==> config.mk <==
export PLATFORM = sky130hd
export DESIGN_NAME = fetch_stage
export DESIGN_NICKNAME = d
export VERILOG_FILES = /design/src/rtl/fetch_stage.sv
export SDC_FILE = /design/constraint.sdc
export NUM_CORES = 1
export LEC_CHECK = 0
export BUFFER_PORTS_ARGS = -buffer_cell sky130_fd_sc_hd__buf_2
export CAP_MARGIN = 25
export CORE_MARGIN = 2
export CORE_UTILIZATION = 35
export DETAILED_ROUTE_END_ITERATION = 10
export PLACE_DENSITY = 0.52
export SETUP_SLACK_MARGIN = 0.5
export SKIP_LAST_GASP = 1
export SLEW_MARGIN = 20
export SYNTH_ARGS = -nofsm -noshare
export SYNTH_HDL_FRONTEND = slang
export SYNTH_SLANG_ARGS = --single-unit
==> constraint.sdc <==
create_clock -name clk -period 7.65 [get_ports clk]
set_input_delay 0.765 -clock clk [delete_from_list [all_inputs] [get_ports clk]]
set_output_delay 0.765 -clock clk [all_outputs]
set_load 0.03 [all_outputs]
==> src/rtl/fetch_stage.sv <==
// Instruction fetch stage: fetch PC, imem requests, response buffer
// and the IF/ID pipeline register.
module fetch_stage #(
  parameter logic [31:0] RESET_PC   = 32'h0000_0000,
  parameter int          FIFO_DEPTH = 2
) (
  input  logic        clk,
  input  logic        rst_n,
  output logic        imem_req,
  output logic [31:0] imem_addr,
  input  logic        imem_gnt,
  input  logic        imem_rvalid,
  input  logic [31:0] imem_rdata,
  input  logic        Hazard_Stall,
  input  logic        Redirect,
  input  logic [31:0] Redirect_Target,
  output logic        IFID_Valid,
  output logic [31:0] IFID_PC,
  output logic [31:0] IFID_Instr,
  output logic [2:0]  IFID_Funct3
);

  localparam int AW = $clog2(FIFO_DEPTH);
  localparam int CW = $clog2(FIFO_DEPTH + 1);

  logic [31:0]   r_pc;
  logic [CW-1:0] r_out;
  logic [CW-1:0] r_disc;
  logic [CW-1:0] r_cnt;
  logic [AW-1:0] r_rd;
  logic [AW-1:0] r_wr;
  logic [AW-1:0] r_tq_rd;
  logic [AW-1:0] r_tq_wr;
  logic [31:0]   r_bpc  [FIFO_DEPTH];
  logic [31:0]   r_bins [FIFO_DEPTH];
  logic [31:0]   r_tq   [FIFO_DEPTH];
  logic          r_vld;
  logic [31:0]   r_ipc;
  logic [31:0]   r_ins;

  logic [CW:0]   w_sum;
  logic          w_credit;
  logic          w_gnt;
  logic          w_rsp;
  logic          w_drop;
  logic          w_keep;
  logic          w_empty;
  logic          w_push;
  logic          w_pop;
  logic          w_byp;
  logic [31:0]   w_rsp_pc;
  logic          w_unused;

  // credits cover both in-flight requests and buffered words
  assign w_sum    = {1'b0, r_out} + {1'b0, r_cnt};
  assign w_credit = w_sum < (CW+1)'(FIFO_DEPTH);
  assign imem_req = rst_n && !Redirect && w_credit;
  assign imem_addr = r_pc;

  assign w_gnt    = imem_req && imem_gnt;
  assign w_rsp    = imem_rvalid && (r_out != '0);
  assign w_drop   = w_rsp && (Redirect || (r_disc != '0));
  assign w_keep   = w_rsp && !w_drop;
  assign w_rsp_pc = r_tq[r_tq_rd];
  assign w_empty  = (r_cnt == '0);

  assign w_pop  = !Redirect && !Hazard_Stall && !w_empty;
  assign w_push = !Redirect && w_keep
                  && (Hazard_Stall || !w_empty);
  assign w_byp  = !Redirect && !Hazard_Stall
                  && w_empty && w_keep;

  assign w_unused = ^Redirect_Target[1:0];

  assign IFID_Valid  = r_vld;
  assign IFID_PC     = r_ipc;
  assign IFID_Instr  = r_ins;
  assign IFID_Funct3 = r_ins[14:12];

  always_ff @(posedge clk) begin
    if (w_push) begin
      r_bpc[r_wr]  <= w_rsp_pc;
      r_bins[r_wr] <= imem_rdata;
    end
    if (w_gnt) r_tq[r_tq_wr] <= r_pc;
  end

  always_ff @(posedge clk or negedge rst_n) begin
    if (!rst_n) begin
      r_pc    <= RESET_PC;
      r_out   <= '0;
      r_disc  <= '0;
      r_cnt   <= '0;
      r_rd    <= '0;
      r_wr    <= '0;
      r_tq_rd <= '0;
      r_tq_wr <= '0;
      r_vld   <= 1'b0;
      r_ipc   <= '0;
      r_ins   <= 32'h0000_0013;
    end else begin
      if (w_gnt) begin
        r_pc    <= r_pc + 32'd4;
        r_tq_wr <= r_tq_wr + AW'(1);
      end
      if (w_rsp) r_tq_rd <= r_tq_rd + AW'(1);
      r_out <= r_out + CW'(w_gnt) - CW'(w_rsp);
      if (Redirect) begin
        // in-flight words belong to the old path
        r_pc   <= {Redirect_Target[31:2], 2'b00};
        r_disc <= r_out - CW'(w_rsp);
        r_cnt  <= '0;
        r_rd   <= '0;
        r_wr   <= '0;
        r_vld  <= 1'b0;
      end else begin
        if (w_rsp && (r_disc != '0))
          r_disc <= r_disc - CW'(1);
        if (w_push) r_wr <= r_wr + AW'(1);
        if (w_pop)  r_rd <= r_rd + AW'(1);
        r_cnt <= r_cnt + CW'(w_push) - CW'(w_pop);
        if (!Hazard_Stall) begin
          unique case (1'b1)
            w_pop: begin
              r_vld <= 1'b1;
              r_ipc <= r_bpc[r_rd];
              r_ins <= r_bins[r_rd];
            end
            w_byp: begin
              r_vld <= 1'b1;
              r_ipc <= w_rsp_pc;
              r_ins <= imem_rdata;
            end
            default: r_vld <= 1'b0;
          endcase
        end
      end
    end
  end

endmodule
==> qor.txt <==
crit-path max cell delay: 0.52 ns
simple-gate share of the synthesized area: 8.06%
Startpoint Class: flop
fin util: 41.7%
Worst Clk Skew: 0.0206 ns
complex-gate fraction of the synthesized area: 5.51%
Mapped Avg Cell Area: 14.6 um2
Synth Cell Area: 12100 um2
Mapped Cells: 831
setup slack, reg-to-reg: 4.63 ns
Die ar.: 36100 um2
post-synthesis mux area share: 13.9%
first-pass GRT wire length: 41.3 mm
Yosys warning total: 0
total core area: 34300 um2
FF-to-FF End: r_bpc[0][29]
row count: 68
Max Fanout on Critical Path: 5
Slew @ Worst Pin: 0.975 ns
top cell type's share of synthesized area: 45.6%
arrival time worst endpoint: 2.35 ns
post-synthesis sequential area ratio: 67.0%
io pins: 171
Synth Area in XOR/XNOR: 1.37%
final hold violations: 0
Synth Flop Type: edfxtp_1
DRT iter0 DRCs: 297
most common cell after layout, fill and taps aside: edfxtp_1
Layout Nets: 1070
endpoints failing setup: 0
final period utilization: 40.7%
Crit-path slowest cell: fa_1
GRT Resource Usage Total: 14.8%
CTS tree: built
via-per-instance ratio: 4.82
hpwl dp: 16.3 mm
Max Cap Viol: 0
Post-synth EDFFs: 184
Slew Limit Fails: 0
Non-Filler Cell Area, Final: 14300 um2
Area Growth Syn to Fin: 18.0%
crit path kind: flop to output pin
largest net degree at the start of global routing: 95
Synth Area in Adders: 0.889%
PD cells: 340 nW/um2
Routed WL per cell: 17.8 um
Cell variety after synth: 53
status: finished clean
postcts setup bufs: 0
crit-path cells: and2_1 -> fa_1 -> nor4b_4 -> buf_2
Vias: 7079
DRT antenna net count: 0
commonest cells after routing, fill and taps aside: edfxtp_1 (184), buf_2 (163), dfrtp_1 (99)
initial antenna violation count: 0
Hold Crit Class: input pin to async pin
RSZ-0062 raised after global routing: false
dominant cell type by area after synthesis: edfxtp_1
DRT Pass-1 Iters: 4
Starting Density: 35.3%
clk buf depth: 3
WL final: 26.2 mm
Die Y-Extent: 190 um
Cell Area, Placed: 13200 um2
final setup TNS: 0 ns
Tot Pwr: 4.85 mW
vias in the first global route: 7157
PostCTS Resize Cnt: 0
FILL cells: 3250
R2R Path Start: r_disc[0]
worst endpoint required time: 6.88 ns
Static Leak: 5.88 nW
Port Buffers: 164
DRC: 0
TritonCTS buffer count: 34
min Tclk post-route: 3.12 ns
largest cells by area after synthesis: edfxtp_1 (46%), dfrtp_1 (21%), mux2_2 (8.6%)
clk_lat worst skew: 0.50 ns
clock sinks: 287
Max IR drop VDD: 172 uV
largest family of logic cells by synthesized area: multiplexers
Die W: 190 um
crit end category: output pin
total congestion overflow: 0
Slew HR: 35.0%
CTS Root Cell: clkbuf_16
CTS H-Tree Depth: 2
cts hold-fix bufs: 0
antenna cells: 0
Seq cells post-synth: 287
clock slew at reported path FFs: 0.06 ns
layout cells sized above 1: 32.5%
Max Freq: 321 MHz
cells on worst reg2reg path: 7
ys async rst share: 35.9%
routability cong.: 0.746
## registers in the layout, indices dropped and copies added (netlist names), 2 cells and up
| signal | flops |
|---|---|
| IFID_Instr | 32 |
| r_disc | 2 |
| r_bins | 64 |
| r_cnt | 2 |
| r_tq | 60 |
| r_bpc | 60 |
| r_out | 2 |
| IFID_PC | 30 |
| imem_addr | 30 |
## worst max-delay path by stage
stage                   start             to  slack (ns)
floorplan            Redirect   r_bins[0][0]        3.24
global placement     Redirect   r_bins[0][3]        4.10
detailed placement   Redirect  r_bins[0][20]        4.05
CTS                  r_out[0]       imem_req        4.52
global route        r_disc[0]   r_bins[0][9]        4.34
finish               r_out[0]       imem_req        4.53
## synth_stat cells (2+ instances only)
cell type / count
xnor2_1: 12
nor3_1: 4
o21ai_1: 60
nor4_1: 3
or3_1: 2
or4_1: 14
mux2i_1: 64
buf_4: 8
and2_1: 5
clkbuf_1: 19
and3_1: 4
buf_12: 6
edfxtp_1: 184
nand2_1: 90
xor2_1: 7
inv_1: 11
nor2_1: 21
nand4_1: 10
ha_1: 7
dfstp_2: 3
a31oi_1: 13
o31ai_1: 11
buf_2: 5
o41ai_1: 2
buf_1: 10
o211ai_1: 4
and4_1: 5
o21ai_0: 19
dfrtp_1: 100
nand4_4: 4
nand3_1: 9
buf_6: 2
mux2_2: 93
## layer usage
metal  track usage, %  wire, um  share of wire (%)  vias up
li1                 -         -                  -     3411
met1             19.9     12000                 46     3471
met2             24.6     12400                 47      160
met3             2.79      1380                5.2       37
met4             3.70       441                1.7        0
met5                0         0                  0        -
## cells by family (layout without fill, tap and decap cells)
| kind of cell | after synthesis | count (layout) |
|---|---|---|
| xor gates and xnor gates | 19 | 19 |
| and+or+nand+nor | 181 | 181 |
| muxes | 157 | 157 |
| AOI/OAI and AO/OA | 116 | 116 |
| adders and majority gates | 8 | 8 |
| buffers and inverters | 62 | 242 |
| DFF | 287 | 287 |
| other | 1 | 4 |
## critical path: cells and delay by family, from the launching register on
family / cells / cell delay, ns
adder cells (fa/ha/maj): 1 / 0.52
buffers and inverters: 1 / 0.27
flip-flops: 1 / 0.42
AND/OR/NAND/NOR: 2 / 0.63
## layout make-up
| cell class | count | area, um2 | share of cell area [%] |
|---|---|---|---|
| flip-flops and latches | 287 | 8110 | 56.7 |
| multi-input cells | 485 | 3640 | 25.5 |
| clock buffers | 49 | 958 | 6.71 |
| repair buffers | 173 | 898 | 6.29 |
| well taps | 455 | 569 | 3.98 |
| clock inverters | 9 | 75.1 | 0.525 |
| inverters | 11 | 41.3 | 0.289 |
## where the power goes
part           total [mW]  switching, mW  internal (mW)
Clock                1.49          0.589          0.901
Combinational        1.25          0.832          0.420
Sequential           2.11          0.168           1.94
## metrics by stage
stage | worst slack, ns | hold WS [ns] | cells
2_1_floorplan | 3.24 | 0.460 | 834
3_3_place_gp | 4.10 | 0.450 | 1410
3_5_place_dp | 4.05 | 0.458 | 1410
4_1_cts | 4.52 | 0.333 | 1468
5_1_grt | 4.34 | 0.351 | 1469
6_report | 4.53 | 0.320 | 1469
(Power assumes the default switching activity.)
